<file path="src/rtl/ia_ser_pkg.sv">
// Shared types and constants for the CIM column input serializer.
//   state_e        : serializer FSM states
//   plane_t        : bit-plane index for the default activation width
//   COL_PIPE_DEPTH : column latency from ia to accumulator input (ia reg + treesum reg)
//   ACC_DEPTH      : accumulator register latency before the sum is observable
package ia_ser_pkg;

  localparam int unsigned NROWS_DEF      = 64;
  localparam int unsigned ABITS_DEF      = 8;
  localparam int unsigned LOG2_ABITS_DEF = 3;
  localparam int unsigned WORDLEN_DEF    = 8;

  localparam int unsigned COL_PIPE_DEPTH = 2;
  localparam int unsigned ACC_DEPTH      = 1;

  typedef enum logic {
    IDLE  = 1'b0,
    SHIFT = 1'b1
  } state_e;

  typedef logic [LOG2_ABITS_DEF-1:0] plane_t;

endpackage

</file>
<file path="src/rtl/ia_align_pipe.sv">
// Delay line that lines plane metadata up with the column's accumulator input.
//   clock, reset          : clock, synchronous active-high reset (clears every stage)
//   valid_i/first_i/last_i: plane present on ia / first plane / last plane of vector
//   shift_i               : plane index of the plane on ia
//   shift_o, col_clear_o  : metadata delayed by DEPTH cycles
//   sum_valid_o           : delayed last, plus ACC_DEPTH for the accumulator register
//   active_o              : any stage still holds a plane or a pending completion
module ia_align_pipe
  import ia_ser_pkg::*;
#(
  parameter int unsigned WORDLEN = WORDLEN_DEF,
  parameter int unsigned DEPTH   = COL_PIPE_DEPTH
) (
  input  logic               clock,
  input  logic               reset,
  input  logic               valid_i,
  input  logic               first_i,
  input  logic               last_i,
  input  logic [WORDLEN-1:0] shift_i,
  output logic [WORDLEN-1:0] shift_o,
  output logic               col_clear_o,
  output logic               sum_valid_o,
  output logic               active_o
);

  logic [DEPTH-1:0]              valid_q;
  logic [DEPTH-1:0]              first_q;
  logic [DEPTH-1:0]              last_q;
  logic [DEPTH-1:0][WORDLEN-1:0] shift_q;
  logic [ACC_DEPTH-1:0]          done_q;

  // Metadata is qualified by valid at entry so idle stages carry shift=0.
  always_ff @(posedge clock) begin
    if (reset) begin
      valid_q <= '0;
      first_q <= '0;
      last_q  <= '0;
      shift_q <= '0;
      done_q  <= '0;
    end else begin
      valid_q[0] <= valid_i;
      first_q[0] <= valid_i & first_i;
      last_q[0]  <= valid_i & last_i;
      shift_q[0] <= valid_i ? shift_i : '0;
      for (int unsigned s = 1; s < DEPTH; s++) begin
        valid_q[s] <= valid_q[s-1];
        first_q[s] <= first_q[s-1];
        last_q[s]  <= last_q[s-1];
        shift_q[s] <= shift_q[s-1];
      end
      done_q[0] <= last_q[DEPTH-1];
      for (int unsigned s = 1; s < ACC_DEPTH; s++) begin
        done_q[s] <= done_q[s-1];
      end
    end
  end

  assign shift_o     = shift_q[DEPTH-1];
  assign col_clear_o = first_q[DEPTH-1];
  assign sum_valid_o = done_q[ACC_DEPTH-1];
  assign active_o    = (|valid_q) | (|done_q);

endmodule

</file>
<file path="src/rtl/ia_serializer.sv">
// Bit-serial activation feeder for one CIM column.
// Accepts a vector of NROWS unsigned ABITS-bit activations and drives it onto
// ia one bit-plane per cycle, LSB first, with shift/col_clear/sum_valid aligned
// to the column's internal pipeline.
//   clock, reset : clock, synchronous active-high reset
//   act, in_valid, in_ready : input vector handshake
//   ia           : current bit-plane (registered, zero when idle)
//   shift        : plane index at the column accumulator input
//   col_clear    : first plane of a vector at the accumulator input
//   sum_valid    : column sum is final this cycle
//   busy         : a plane is in flight anywhere
// Build option: define IA_ZSKIP_EN to skip bit-planes that are zero in every row.
module ia_serializer
  import ia_ser_pkg::*;
#(
  parameter int unsigned NROWS      = NROWS_DEF,
  parameter int unsigned ABITS      = ABITS_DEF,
  parameter int unsigned LOG2_ABITS = LOG2_ABITS_DEF,
  parameter int unsigned WORDLEN    = WORDLEN_DEF
) (
  input  logic                        clock,
  input  logic                        reset,
  input  logic [NROWS-1:0][ABITS-1:0] act,
  input  logic                        in_valid,
  output logic                        in_ready,
  output logic [NROWS-1:0]            ia,
  output logic [WORDLEN-1:0]          shift,
  output logic                        col_clear,
  output logic                        sum_valid,
  output logic                        busy
);

  state_e                      state_q, state_d;
  logic [LOG2_ABITS-1:0]       k_q, k_d;
  logic [NROWS-1:0][ABITS-1:0] act_q, act_d;
  logic [NROWS-1:0]            ia_q, ia_d;
  logic                        first_q, first_d;
  logic                        take_c;
  logic                        last_c;
  logic [LOG2_ABITS-1:0]       k_first_c;
  logic [LOG2_ABITS-1:0]       k_next_c;
  logic                        pipe_active;

  function automatic logic [NROWS-1:0] plane_of(input logic [NROWS-1:0][ABITS-1:0] a,
                                                input logic [LOG2_ABITS-1:0]     k);
    for (int unsigned r = 0; r < NROWS; r++) begin
      plane_of[r] = a[r][k];
    end
  endfunction

`ifdef IA_ZSKIP_EN
  // One extra bit so "no further plane" can be encoded as ABITS.
  localparam int unsigned KW = LOG2_ABITS + 1;

  logic [ABITS-1:0] mask_q, mask_d;
  logic [ABITS-1:0] mask_in_c;
  logic [KW-1:0]    nxt_c;

  // Lowest set mask bit at or above 'from', or ABITS if none.
  function automatic logic [KW-1:0] next_plane(input logic [ABITS-1:0] m,
                                               input logic [KW-1:0]    from);
    next_plane = KW'(ABITS);
    for (int j = int'(ABITS) - 1; j >= 0; j--) begin
      if (m[j] && (KW'(j) >= from)) next_plane = KW'(j);
    end
  endfunction

  // An all-zero vector still visits plane 0 so the column sees clear and completion.
  always_comb begin
    mask_in_c = '0;
    for (int unsigned r = 0; r < NROWS; r++) begin
      mask_in_c = mask_in_c | act[r];
    end
    if (mask_in_c == '0) mask_in_c = ABITS'(1);
  end

  assign nxt_c     = next_plane(mask_q, {1'b0, k_q} + KW'(1));
  assign last_c    = (nxt_c == KW'(ABITS));
  assign k_next_c  = LOG2_ABITS'(nxt_c);
  assign k_first_c = LOG2_ABITS'(next_plane(mask_in_c, '0));
`else
  assign last_c    = (k_q == LOG2_ABITS'(ABITS - 1));
  assign k_next_c  = k_q + LOG2_ABITS'(1);
  assign k_first_c = '0;
`endif

  assign in_ready = (state_q == IDLE) || last_c;
  assign take_c   = in_valid && in_ready;

  // Next-state: advance through planes; a transfer in the last plane restarts at once.
  always_comb begin
    state_d = state_q;
    k_d     = k_q;
    act_d   = act_q;
    first_d = 1'b0;
    ia_d    = '0;
`ifdef IA_ZSKIP_EN
    mask_d  = mask_q;
`endif
    if (state_q == SHIFT) begin
      if (last_c) begin
        state_d = IDLE;
        k_d     = '0;
      end else begin
        k_d = k_next_c;
      end
    end
    if (take_c) begin
      state_d = SHIFT;
      act_d   = act;
      k_d     = k_first_c;
      first_d = 1'b1;
`ifdef IA_ZSKIP_EN
      mask_d  = mask_in_c;
`endif
    end
    if (state_d == SHIFT) ia_d = plane_of(act_d, k_d);
  end

  always_ff @(posedge clock) begin
    if (reset) begin
      state_q <= IDLE;
      k_q     <= '0;
      act_q   <= '0;
      ia_q    <= '0;
      first_q <= 1'b0;
`ifdef IA_ZSKIP_EN
      mask_q  <= '0;
`endif
    end else begin
      state_q <= state_d;
      k_q     <= k_d;
      act_q   <= act_d;
      ia_q    <= ia_d;
      first_q <= first_d;
`ifdef IA_ZSKIP_EN
      mask_q  <= mask_d;
`endif
    end
  end

  ia_align_pipe #(
    .WORDLEN(WORDLEN),
    .DEPTH  (COL_PIPE_DEPTH)
  ) u_align (
    .clock      (clock),
    .reset      (reset),
    .valid_i    (state_q == SHIFT),
    .first_i    (first_q),
    .last_i     (last_c),
    .shift_i    (WORDLEN'(k_q)),
    .shift_o    (shift),
    .col_clear_o(col_clear),
    .sum_valid_o(sum_valid),
    .active_o   (pipe_active)
  );

  assign ia   = ia_q;
  assign busy = (state_q == SHIFT) || pipe_active;

endmodule
</file>
<file path="config.mk">
export PLATFORM = sky130hd
export DESIGN_NAME = ia_serializer
export DESIGN_NICKNAME = d
export VERILOG_FILES = /design/src/rtl/ia_ser_pkg.sv /design/src/rtl/ia_align_pipe.sv /design/src/rtl/ia_serializer.sv
export SDC_FILE = /design/constraint.sdc
export NUM_CORES = 1
export LEC_CHECK = 0
export CORE_AREA = 4 4 229 231
export CTS_CLUSTER_DIAMETER = 40
export DETAILED_ROUTE_END_ITERATION = 12
export DIE_AREA = 0 0 233 235
export GPL_TIMING_DRIVEN = 0
export PLACE_DENSITY = 0.76
export REMOVE_ABC_BUFFERS = 1
export SLEW_MARGIN = 20
export SYNTH_ARGS = -nofsm -noshare
export SYNTH_HDL_FRONTEND = slang
export SYNTH_SLANG_ARGS = --single-unit
</file>
<file path="constraint.sdc">
create_clock -name clock -period 3.7 [get_ports clock]
set_input_delay 0.925 -clock clock [delete_from_list [all_inputs] [get_ports clock]]
set_output_delay 0.925 -clock clock [all_outputs]
set_load 0.02 [all_outputs]
</file>
==> results.json <==
{
  "run_status": "finished clean",
  "grt_first_pass_wirelength_um": 129000,
  "yosys.area_share.simple_pct": 19.5,
  "ys_ff_latch": 594,
  "dpl.cell_count": 4025,
  "crit_path_end_kind": "primary output",
  "synthMuxAreaShare_pct": 0.139,
  "synth_compound_area_share_pct": 24.3,
  "period_share_pct": 95.4,
  "share_seq_of_total_power_pct": 38.8,
  "cts.htree.levels": 3,
  "pwr_density_cell_nw_per_um2": 535,
  "worstSkewPairLatency_ns": 0.61,
  "drv_cap": 0,
  "stdcell_count": 4215,
  "synthesis.area_um2": 23400,
  "internal_power_uw": 13400,
  "drive_gt1_share_pct": 6.58,
  "dieHeight_um": 235,
  "post-route-min-period_ns": 3.53,
  "synth_cell_types": 44,
  "drt-wirelength-per-cell_um": 19.8,
  "syn_area_per_cell_um2": 7.86,
  "finalClockSkew_ns": 0.0222,
  "cp-start-kind": "flip-flop",
  "drt.antenna.violating_nets": 0,
  "io_pins": 591,
  "arrival_ns": 2.61,
  "drt-total-wl_um": 83300,
  "grt_overflow": 0,
  "grt_start_max_net_pins": 136,
  "cts_sinks": 594,
  "die_w_um": 233,
  "root_buffer": "clkbuf_16",
  "drtIter0Drc": 1783,
  "synth_top_family_by_area": "compound AO/OA/AOI/OAI gates",
  "start_util_pct": 46.8,
  "net-switching-power_uw": 4660,
  "power_leakage_uw": 0.0124,
  "synth-edff-count": 0,
  "fillers": 3969,
  "grt_usage_pct": 28.8,
  "rsz0062_at_grt": "false",
  "synth-adder-area-share_pct": 0.107,
  "yosysWarningCount": 0,
  "numCtsBuffers": 83,
  "required_ns": 2.77,
  "power_uw": 18000,
  "drt_first_pass_iters": 5,
  "holdWs_ns": 0.440,
  "power.share.clock_pct": 47.2,
  "ys.flop_type": "dfxtp_1",
  "numPortBuffers": 585,
  "combPwrFrac_pct": 14.0,
  "setup_violations": 0,
  "slew_viol_final": 0,
  "max_freq_mhz": 283,
  "cp_max_fo": 11,
  "hold_viol": 0,
  "vias": 24037,
  "dieArea_um2": 54800,
  "switching_share_pct": 25.8,
  "met3_length_um": 7980,
  "tightestPinTransition_ns": 0.621,
  "drc": 0,
  "ir_drop_v": 0.000359,
  "ys_seq_area_share_pct": 50.7,
  "grt_pass1_vias": 24121,
  "antenna_found_initial": 36,
  "slew_headroom_pct": 58.5,
  "top_layer_used": "met5",
  "gp_congestion": 0.885,
  "core_um2": 50100,
  "layout_commonest_cell": "nand2_1",
  "nets": 3958,
  "drt-met1-wl_um": 31200,
  "drt-vias-per-instance": 5.70,
  "hold_buffers": 0,
  "dp_hpwl_um": 55900,
  "area.growth.synth_to_final_pct": 43.9,
  "finalSetupTns_ns": 0,
  "postCtsSetupRepairBufs": 0,
  "clk_pin_slew_ns": 0.05,
  "final_cell_mix": "nand2_1, dfxtp_1, clkdlybuf4s50_1, a21oi_1, nor2_1",
  "met2_length_um": 39800,
  "cts_tree": "built",
  "final_util_pct": 67.4,
  "crit_type": "flip-flop to primary output",
  "synthCells": 2981,
  "clk_path_buf_depth": 3,
  "placementRows": 82,
  "ys_async_sr_fraction_pct": 0,
  "hp-class": "flip-flop to flip-flop",
  "synth_xor_area_share_pct": 0
}
sequential cells by signal, summed over array words and instances, names as in the netlist, 2 cells and up:
signal / cells
act_q: 512
ia: 64
k_q: 3
u_align.shift_o: 3
u_align.shift_q: 3
u_align.first_q: 2
u_align.last_q: 2
u_align.valid_q: 2
timing repair:
item / 4_1_cts / 5_1_grt
gates cloned: 2 / 1
setup endpoints to repair: 252 / 139
resized for setup: 2 / 1
layer usage:
metal	up-vias	GRT usage (%)
li1	11300	-
met1	11334	33.8
met2	1146	47.3
met3	245	7.92
met4	12	16.7
met5	-	0
cells in the mapped netlist, types with 3 or more instances:
master        n  area share [%]
nor3_1        5            0.11
inv_1         3           0.048
buf_2        79             1.7
nor2b_1       9            0.24
buf_4        14            0.45
nor2_1      130             2.1
o2111ai_1     4            0.15
nand3_1       3           0.064
and2_1        6            0.16
o22ai_1     124             3.3
o311ai_1     60             2.2
dfxtp_1     594              51
o221ai_1    125             4.7
or3_1         3           0.080
clkbuf_1    156             2.5
nand2_1    1028              16
a21oi_1     514              11
o21ai_0       5            0.11
buf_1        27            0.43
o31a_1       62             2.3
power by group through the flow:
stage               logic (uW)  registers [uW]  clock network (uW)
finish                    2530            7000                8520
global route              2720            7030                8900
CTS                       2510            6990                8610
detailed placement        2460            7120                   0
global placement          2740            7120                   0
floorplan                 1220            7170                   0
through the flow:
step,worst slack [ns],area [um^2]
finish,0.170,33700
floorplan,-13.45,22300
global route,0.0607,33700
detailed placement,-0.638,30500
CTS,0.0208,33600
global placement,-29.30,29000
cell type report:
type,instances,area [um^2],area share (%)
tap,672,841,2.49
timing repair buffer,648,7470,22.2
inverter,5,21.3,0.0630
sequential,594,11900,35.2
antenna,32,80.1,0.237
multi-input combinational,2109,10400,30.9
clock buffer,97,2240,6.64
clock inverter,58,782,2.32
cell families (layout without fill, tap and decap cells):
family,after synthesis,after routing
simple gates,1194,1194
compound gates,905,905
other cells,1,37
flops,594,594
mux,3,3
fa+ha+maj,2,2
buf+inv,282,808
worst max-delay path, stage by stage, from the launching register on:
cell and delay (ns):
dfxtp_2 0.39, ha_1 0.22, ha_1 0.29, nor2b_4 0.35, inv_4 0.15, clkdlybuf4s50_1 0.58
path summary, 6_finish.rpt:
kind | slack (ns) | startpoint | depth (start not counted) | to
min | 0.44 | u_align.shift_q[2] | 1 | u_align.shift_o[2]
min reg2reg | 0.44 | u_align.shift_q[2] | 1 | u_align.shift_o[2]
max reg2reg | 0.22 | k_q[0] | 12 | ia[29]
max | 0.17 | k_q[0] | 5 | in_ready
Note: power is estimated with default switching activity, not from simulation.
